File: config.mk
export PLATFORM = sky130hd
export DESIGN_NAME = axil_reg_bank
export DESIGN_NICKNAME = d
export VERILOG_FILES = /design/src/rtl/axil_reg_bank.sv
export SDC_FILE = /design/constraint.sdc
export NUM_CORES = 1
export LEC_CHECK = 0
export CELL_PAD_IN_SITES_DETAIL_PLACEMENT = 1
export CELL_PAD_IN_SITES_GLOBAL_PLACEMENT = 1
export CORE_AREA = 2 2 208 210
export DETAILED_ROUTE_END_ITERATION = 10
export DIE_AREA = 0 0 210 212
export MAX_ROUTING_LAYER = met4
export PLACE_DENSITY_LB_ADDON = 0.3
export SETUP_SLACK_MARGIN = 0.15
export SKIP_LAST_GASP = 1
export SLEW_MARGIN = 20
export SYNTH_ARGS = -nofsm -noshare
export SYNTH_HDL_FRONTEND = slang
export SYNTH_SLANG_ARGS = --single-unit
File: constraint.sdc
create_clock -name s_axi_aclk -period 2.7 [get_ports s_axi_aclk]
set_input_delay 0.54 -clock s_axi_aclk [delete_from_list [all_inputs] [get_ports s_axi_aclk]]
set_output_delay 0.54 -clock s_axi_aclk [all_outputs]
set_load 0.02 [all_outputs]
File: src/rtl/axil_reg_bank.sv
// AXI4-Lite slave register bank: byte-strobed writes, address decode with
// SLVERR on miss, one-cycle per-register write pulses and flat readback bus.
module axil_reg_bank #(
    parameter int unsigned           DATA_WIDTH = 32,
    parameter int unsigned           ADDR_WIDTH = 32,
    parameter int unsigned           NUM_REGS   = 8,
    parameter logic [ADDR_WIDTH-1:0] BASE_ADDR  = '0
) (
    input  logic                           s_axi_aclk,
    input  logic                           s_axi_aresetn,
    input  logic [ADDR_WIDTH-1:0]          s_axi_awaddr,
    input  logic                           s_axi_awvalid,
    output logic                           s_axi_awready,
    input  logic [DATA_WIDTH-1:0]          s_axi_wdata,
    input  logic [DATA_WIDTH/8-1:0]        s_axi_wstrb,
    input  logic                           s_axi_wvalid,
    output logic                           s_axi_wready,
    output logic [1:0]                     s_axi_bresp,
    output logic                           s_axi_bvalid,
    input  logic                           s_axi_bready,
    input  logic [ADDR_WIDTH-1:0]          s_axi_araddr,
    input  logic                           s_axi_arvalid,
    output logic                           s_axi_arready,
    output logic [DATA_WIDTH-1:0]          s_axi_rdata,
    output logic [1:0]                     s_axi_rresp,
    output logic                           s_axi_rvalid,
    input  logic                           s_axi_rready,
    output logic [NUM_REGS*DATA_WIDTH-1:0] reg_out,
    output logic [NUM_REGS-1:0]            wr_pulse
);

    localparam int unsigned STRB_W      = DATA_WIDTH / 8;
    localparam int unsigned SHIFT       = $clog2(STRB_W);
    localparam logic [1:0]  RESP_OKAY   = 2'b00;
    localparam logic [1:0]  RESP_SLVERR = 2'b10;

    logic [DATA_WIDTH-1:0] regs_q [NUM_REGS];
    logic [DATA_WIDTH-1:0] regs_d [NUM_REGS];

    logic                  aw_held_q, aw_held_d;
    logic [ADDR_WIDTH-1:0] awaddr_q, awaddr_d;
    logic                  w_held_q, w_held_d;
    logic [DATA_WIDTH-1:0] wdata_q, wdata_d;
    logic [STRB_W-1:0]     wstrb_q, wstrb_d;
    logic                  awready_q, awready_d;
    logic                  wready_q, wready_d;
    logic                  bvalid_q, bvalid_d;
    logic [1:0]            bresp_q, bresp_d;
    logic [NUM_REGS-1:0]   wr_pulse_q, wr_pulse_d;

    logic                  arready_q, arready_d;
    logic                  rvalid_q, rvalid_d;
    logic [DATA_WIDTH-1:0] rdata_q, rdata_d;
    logic [1:0]            rresp_q, rresp_d;

    // Index is kept at full address width so out-of-range offsets never alias.
    function automatic logic [ADDR_WIDTH-1:0] decode_idx(input logic [ADDR_WIDTH-1:0] addr);
        logic [ADDR_WIDTH-1:0] off;
        off = addr - BASE_ADDR;
        return off >> SHIFT;
    endfunction

    function automatic logic decode_hit(input logic [ADDR_WIDTH-1:0] addr);
        return (addr >= BASE_ADDR) && (decode_idx(addr) < ADDR_WIDTH'(NUM_REGS));
    endfunction

    logic                  commit;
    logic                  aw_hit;
    logic [ADDR_WIDTH-1:0] aw_idx;
    logic                  ar_hs;
    logic                  ar_hit;
    logic [ADDR_WIDTH-1:0] ar_idx;

    assign commit = aw_held_q && w_held_q;
    assign aw_hit = decode_hit(awaddr_q);
    assign aw_idx = decode_idx(awaddr_q);
    assign ar_hs  = s_axi_arvalid && arready_q;
    assign ar_hit = decode_hit(s_axi_araddr);
    assign ar_idx = decode_idx(s_axi_araddr);

    always_comb begin
        aw_held_d  = aw_held_q;
        awaddr_d   = awaddr_q;
        w_held_d   = w_held_q;
        wdata_d    = wdata_q;
        wstrb_d    = wstrb_q;
        bvalid_d   = bvalid_q;
        bresp_d    = bresp_q;
        wr_pulse_d = '0;
        regs_d     = regs_q;

        if (s_axi_awvalid && awready_q) begin
            aw_held_d = 1'b1;
            awaddr_d  = s_axi_awaddr;
        end
        if (s_axi_wvalid && wready_q) begin
            w_held_d = 1'b1;
            wdata_d  = s_axi_wdata;
            wstrb_d  = s_axi_wstrb;
        end

        // Readies are low while both are held, so no new handshake can race the commit.
        if (commit) begin
            aw_held_d = 1'b0;
            w_held_d  = 1'b0;
            bvalid_d  = 1'b1;
            bresp_d   = aw_hit ? RESP_OKAY : RESP_SLVERR;
            for (int i = 0; i < NUM_REGS; i++) begin
                if (aw_hit && aw_idx == ADDR_WIDTH'(i)) begin
                    wr_pulse_d[i] = 1'b1;
                    for (int b = 0; b < STRB_W; b++) begin
                        if (wstrb_q[b]) begin
                            regs_d[i][b*8 +: 8] = wdata_q[b*8 +: 8];
                        end
                    end
                end
            end
        end else if (bvalid_q && s_axi_bready) begin
            bvalid_d = 1'b0;
        end

        awready_d = !aw_held_d && !bvalid_d;
        wready_d  = !w_held_d && !bvalid_d;
    end

    // Read data is captured from the pre-commit register state at the AR edge.
    always_comb begin
        rvalid_d = rvalid_q;
        rdata_d  = rdata_q;
        rresp_d  = rresp_q;

        if (ar_hs) begin
            rvalid_d = 1'b1;
            rdata_d  = '0;
            rresp_d  = ar_hit ? RESP_OKAY : RESP_SLVERR;
            for (int i = 0; i < NUM_REGS; i++) begin
                if (ar_hit && ar_idx == ADDR_WIDTH'(i)) begin
                    rdata_d = regs_q[i];
                end
            end
        end else if (rvalid_q && s_axi_rready) begin
            rvalid_d = 1'b0;
        end

        arready_d = !rvalid_d;
    end

    always_ff @(posedge s_axi_aclk or negedge s_axi_aresetn) begin
        if (!s_axi_aresetn) begin
            for (int i = 0; i < NUM_REGS; i++) begin
                regs_q[i] <= '0;
            end
            aw_held_q  <= 1'b0;
            awaddr_q   <= '0;
            w_held_q   <= 1'b0;
            wdata_q    <= '0;
            wstrb_q    <= '0;
            awready_q  <= 1'b0;
            wready_q   <= 1'b0;
            bvalid_q   <= 1'b0;
            bresp_q    <= 2'b00;
            wr_pulse_q <= '0;
            arready_q  <= 1'b0;
            rvalid_q   <= 1'b0;
            rdata_q    <= '0;
            rresp_q    <= 2'b00;
        end else begin
            regs_q     <= regs_d;
            aw_held_q  <= aw_held_d;
            awaddr_q   <= awaddr_d;
            w_held_q   <= w_held_d;
            wdata_q    <= wdata_d;
            wstrb_q    <= wstrb_d;
            awready_q  <= awready_d;
            wready_q   <= wready_d;
            bvalid_q   <= bvalid_d;
            bresp_q    <= bresp_d;
            wr_pulse_q <= wr_pulse_d;
            arready_q  <= arready_d;
            rvalid_q   <= rvalid_d;
            rdata_q    <= rdata_d;
            rresp_q    <= rresp_d;
        end
    end

    assign s_axi_awready = awready_q;
    assign s_axi_wready  = wready_q;
    assign s_axi_bvalid  = bvalid_q;
    assign s_axi_bresp   = bresp_q;
    assign s_axi_arready = arready_q;
    assign s_axi_rvalid  = rvalid_q;
    assign s_axi_rdata   = rdata_q;
    assign s_axi_rresp   = rresp_q;
    assign wr_pulse      = wr_pulse_q;

    for (genvar g = 0; g < NUM_REGS; g++) begin : g_reg_out
        assign reg_out[g*DATA_WIDTH +: DATA_WIDTH] = regs_q[g];
    end

endmodule

==> results of run 1 <==
==> registers in the layout, indices dropped and copies added (netlist names) <==
name / cells
awaddr_q: 30
s_axi_wready: 1
s_axi_rresp: 1
aw_held_q: 1
s_axi_bvalid: 1
reg_out: 256
wr_pulse: 8
s_axi_bresp: 1
s_axi_rvalid: 1
w_held_q: 1
wdata_q: 32
s_axi_awready: 1
s_axi_rdata: 32
wstrb_q: 4
s_axi_arready: 1
==> layout make-up <==
cell class / instances / area share
Clock inverter: 13 / 0.00624
Inverter: 22 / 0.00349
Clock buffer: 61 / 0.0539
Sequential cell: 371 / 0.393
Timing Repair Buffer: 507 / 0.212
Multi-Input combinational cell: 823 / 0.303
Antenna cell: 3 / 0.000317
Tap cell: 546 / 0.0289
==> routing by layer <==
metal,up-vias,global-route usage,part of all wire
met2,458,0.509,0.51
met5,-,-,0
met4,0,0.115,0.035
met1,7112,0.361,0.40
met3,136,0.0535,0.052
li1,5815,-,-
==> critical path, stage by stage <==
cell and delay, ps:
clkdlybuf4s50_1 410, or4_4 580, or3_1 480, or4_1 530, o221a_2 240, nor3_1 190
==> path summary, 6_finish.rpt <==
path / from / end / slack, ps / cells past startpoint
max in group asynchronous: s_axi_aresetn / reg_out[124] / 1380 / 3
hold reg to reg: s_axi_rresp[1] / s_axi_rresp[1] / 500 / 1
hold / removal: s_axi_aresetn / s_axi_rdata[20] / 480 / 2
setup reg to reg: awaddr_q[24] / reg_out[39] / 260 / 7
setup / recovery: s_axi_araddr[12] / s_axi_rdata[18] / 210 / 6
min in group s_axi_aclk: s_axi_rresp[1] / s_axi_rresp[1] / 500 / 1
==> cell usage in the layout (no fill, tap or decap), types with 7 or more instances in the layout <==
cell type,count
nand2_1,39
o21bai_1,12
nor4_1,21
mux2_2,328
and3_1,17
clkbuf_16,43
mux2i_1,17
inv_1,21
nor2_1,42
nand3_1,17
o22ai_1,12
a21oi_1,42
a31oi_1,22
dfrtp_1,371
o21ai_0,10
nor3_1,10
a211oi_1,22
clkdlybuf4s50_1,402
nor3b_1,14
nand3b_1,12
nand3_2,9
buf_12,15
a22oi_1,10
o311ai_0,9
o211ai_1,13
buf_4,86
mux2_1,12
nand3_4,7
o32ai_1,14
clkbuf_8,13
nand2_2,15
a221oi_1,10
clkinv_2,8
==> through the flow <==
step	hold slack (ps)	util	setup slack, ps
finish	483	0.556	212
floorplan	244	-	272
CTS	477	0.555	159
detailed placement	475	0.521	-320
global route	513	0.556	85.8
global placement	466	0.521	-243
==> kinds of logic after synthesis <==
| group | count (synthesis) | share of synthesized area |
|---|---|---|
| AND/OR/NAND/NOR | 247 | 0.0890 |
| buffers and inverters | 104 | 0.0242 |
| AO/OA/AOI/OAI | 217 | 0.0926 |
| other | 1 | 0.000224 |
| multiplexers | 357 | 0.239 |
| flip-flops | 371 | 0.555 |
==> power groups by stage <==
| stage | registers, mW | clock network, mW | logic [mW] |
|---|---|---|---|
| after floorplan | 6.95 | 0 | 1.27 |
| after global placement | 7.18 | 0 | 2.15 |
| after detailed placement | 7.23 | 0 | 2.23 |
| after CTS | 7.14 | 6.03 | 2.26 |
| after global routing | 7.32 | 6.25 | 2.44 |
| final | 7.18 | 5.92 | 2.26 |
==> timing repair <==
item                                   4_1_cts  5_1_grt
pin swaps                                    0        0
buffers inserted                             0        0
cloned                                       0        0
endpoints found under the hold margin       43        0
hold buffers                                 1        0
setup endpoints to repair                    7      225
resized for setup                            2       13
==> qor.yml, run 1 <==
setup_violations: 0
cp-start-kind: "input pin"
rsz0062_at_grt: "true"
ir_worst_vdd_v: 0.000527
port_buffers: 405
drc: 0
cts_buffer_depth: 3
power_density_mw_per_mm2: 649
ys_seq_area_frac: 0.555
nets: 1874
drtIter0Drc: 630
period_needed_ps: 2490
final_hold_viol_count: 0
power_switching_mw: 4.49
seq_power_share: 0.467
power_switching_share: 0.293
drv_slew: 0
seq_area_sq_mm: 0.00928
routed_wl_mm: 64.8
synth_edf_count: 0
insertion_delay_ps: 570
grt_max_degree: 83
maxCapViolCount: 0
place_congestion: 0.846
numCtsBuffers: 42
synth.ff_latch_count: 371
multiInputGateArea_sq_mm: 0.00716
stdcell_count: 2346
critical_path_arrival_ps: 2970
setup-tns-final_ps: 0
syn_area_per_cell_sq_um: 12.9
synth_area_leaders: "dfrtp_1, mux2_2, clkbuf_1, a21oi_1, mux2i_1"
synth_commonest_cells: "dfrtp_1, mux2_2, clkbuf_1"
die_width_microns: 210
status: "finished clean"
synthArstFlopShare: 1.00
areaGrowthSynthToFinish_pct: 41.4
synth-main-ff-cell: "dfrtp_1"
timing.final.crit_share: 0.921
slew_headroom: 0.647
clkSinkCount: 371
synth_most_common_cell: "dfrtp_1"
p_leak_nw: 10.5
final_area_sq_mm: 0.0237
cts_tree: "yes"
track_usage: 0.301
coreArea_sq_mm: 0.0425
firstDrtPassIters: 4
clk_pin_slew_ps: 60
p_clk_frac: 0.385
avgViaCountPerCell: 5.76
worstMarginPinSlew_ps: 516
p_int_mw: 10.9
syn_inst: 1297
drive_gt1_frac: 0.312
p_total_mw: 15.4
via_count: 13500
end_kind: "flop"
syn_area_sq_mm: 0.0167
synth_top_cell_by_area: "dfrtp_1"
fillers: 4288
routedWlPerCell_microns: 27.6
crit_required_ps: 3180
grt_pass1_wl_mm: 96.2
overflow: 0
hp-class: "input pin to asynchronous set/reset pin"
clock_skew_ps: 17.8
start_util: 0.394
dp.cells: 2268
placed_area_sq_mm: 0.0221
num_rows: 76
path_max_fanout: 4
grt_pass1_vias: 14800
root_buffer: "clkbuf_16"
io_pins: 412
die_y_microns: 212
synth_top_area_frac: 0.555
critPathKind: "input pin to flop"
hpwl_mm: 46.1
antenna_found_initial: 3
htreeDepth: 2
die-area_sq_mm: 0.0445
ant_nets: 0
yosysWarningCount: 0
synth_cell_type_count: 58
pwr-share-comb: 0.147
timing.fmax_mhz: 402
No activity file was read; power rests on OpenSTA's default activity.
==> inputs of run 2 (changes only) <==
--- a/config.mk
+++ b/config.mk
@@ -7,9 +7,9 @@
 export LEC_CHECK = 0
 export CELL_PAD_IN_SITES_DETAIL_PLACEMENT = 1
 export CELL_PAD_IN_SITES_GLOBAL_PLACEMENT = 1
-export CORE_AREA = 2 2 208 210
+export CORE_AREA = 2 2 293 150
 export DETAILED_ROUTE_END_ITERATION = 10
-export DIE_AREA = 0 0 210 212
+export DIE_AREA = 0 0 295 152
 export MAX_ROUTING_LAYER = met4
 export PLACE_DENSITY_LB_ADDON = 0.3
 export SETUP_SLACK_MARGIN = 0.15
==> qor.yml, run 2 (synthesis results as in run 1) <==
status: "finished with violations"
failed_checks: "negative hold slack"
power_switching_mw: 4.51
num_rows: 54
cts_tree: "yes"
ant_nets: 0
routedWlPerCell_microns: 28.6
end_kind: "flop"
p_int_mw: 10.2
die_y_microns: 152
utilization: 0.560
grt_pass1_vias: 14500
rr_startpoint: "awaddr_q[24]"
drive_gt1_frac: 0.323
placed_area_sq_mm: 0.0226
drc: 0
maxCapViolCount: 0
timing.final.crit_share: 0.936
root_buffer: "clkbuf_16"
numCtsBuffers: 36
grt_pass1_wl_mm: 100
die_width_microns: 295
ir_worst_vdd_v: 0.000396
avgViaCountPerCell: 5.78
hpwl_mm: 50.5
start_util: 0.392
pwr-share-comb: 0.160
die-area_sq_mm: 0.0448
period_needed_ps: 2530
power_switching_share: 0.308
via_count: 13900
slew_headroom: 0.553
htreeDepth: 2
antenna_found_initial: 2
firstDrtPassIters: 5
clk_pin_slew_ps: 70
seq_power_share: 0.495
nets: 1900
path_max_fanout: 13
port_buffers: 405
crit_required_ps: 3100
timing.fmax_mhz: 396
grt_max_degree: 78
insertion_delay_ps: 530
cp-start-kind: "input pin"
routed_wl_mm: 68.7
multiInputGateArea_sq_mm: 0.00719
cts_buffer_depth: 3
critPathKind: "input pin to flop"
p_clk_frac: 0.345
setup_violations: 0
rsz0062_at_grt: "true"
coreArea_sq_mm: 0.0426
ff2ff_setup_slack_ps: 290
overflow: 0
place_congestion: 0.926
worstMarginPinSlew_ps: 670
setup-tns-final_ps: 0
hp-class: "input pin to asynchronous set/reset pin"
drv_slew: 0
layout_common_cells: "clkdlybuf4s50_1, dfrtp_1, mux2_2"
layout_commonest_cell: "clkdlybuf4s50_1"
stdcell_count: 2405
dp.cells: 2340
fillers: 4245
p_total_mw: 14.7
track_usage: 0.313
seq_area_sq_mm: 0.00928
layout_setup_ws_ps: 173
pre_cts_ws_ps: -564
final_hold_viol_count: 3
drtIter0Drc: 1185
hold-worst-slack_ps: -17.7
p_leak_nw: 10.6
reg2regPathDepth: 9
rr_endpoint: "reg_out[35]"
clkSinkCount: 371
largest_register_ff_count: 256
areaGrowthSynthToFinish_pct: 42.6
final_area_sq_mm: 0.0239
power_density_mw_per_mm2: 615
io_pins: 412
critical_path_arrival_ps: 2930
clock_skew_ps: 11.1
## run 2: how the worst max path moves through the flow
stage                                  to  slack (ps)             start  cells past startpoint
final                     s_axi_rdata[27]         170  s_axi_araddr[17]                      9
after global routing      s_axi_rdata[27]          70  s_axi_araddr[17]                      9
after CTS                    reg_out[216]         190      awaddr_q[15]                      6
after detailed placement   s_axi_rdata[9]        -560   s_axi_araddr[4]                      8
after global placement     s_axi_rdata[9]        -540   s_axi_araddr[4]                      8
after floorplan           s_axi_rdata[18]         270  s_axi_araddr[12]                      5
## run 2: critical path, stage by stage
cell and delay (ps):
clkdlybuf4s50_1 400, or4_4 610, buf_4 180, nor3_4 220, buf_4 200, nand4_1 220
buf_12 240, o32ai_1 190, nor3b_2 110
## run 2: area by class of cell
cell class	instances	area share
multi-input cells	823	0.302
diodes	1	0.000105
well taps	588	0.0308
inverters	22	0.00346
repair buffers	539	0.227
clock inverters	10	0.00325
flip-flops and latches	371	0.389
clock buffers	51	0.0444
## run 2: power by group through the flow
stage	logic (mW)	registers (mW)	clock network (mW)
after floorplan	1.27	6.95	0
after global placement	2.21	7.22	0
after detailed placement	2.29	7.31	0
after CTS	2.32	7.21	5.14
after global routing	2.49	7.37	5.38
final	2.34	7.27	5.06
## run 2: metal layers
| layer | vias to the layer above | track usage | part of all wire |
|---|---|---|---|
| li1 | 5865 | - | - |
| met1 | 7383 | 0.450 | 0.46 |
| met2 | 541 | 0.460 | 0.45 |
| met3 | 109 | 0.0531 | 0.066 |
| met4 | 0 | 0.0792 | 0.024 |
| met5 | - | - | 0 |
## run 2: repair_timing
action	in CTS	in global routing
cloned	0	0
hold buffers	0	0
pin swaps	0	1
setup endpoints to repair	39	85
buffers inserted	0	3
gates resized for setup	5	20
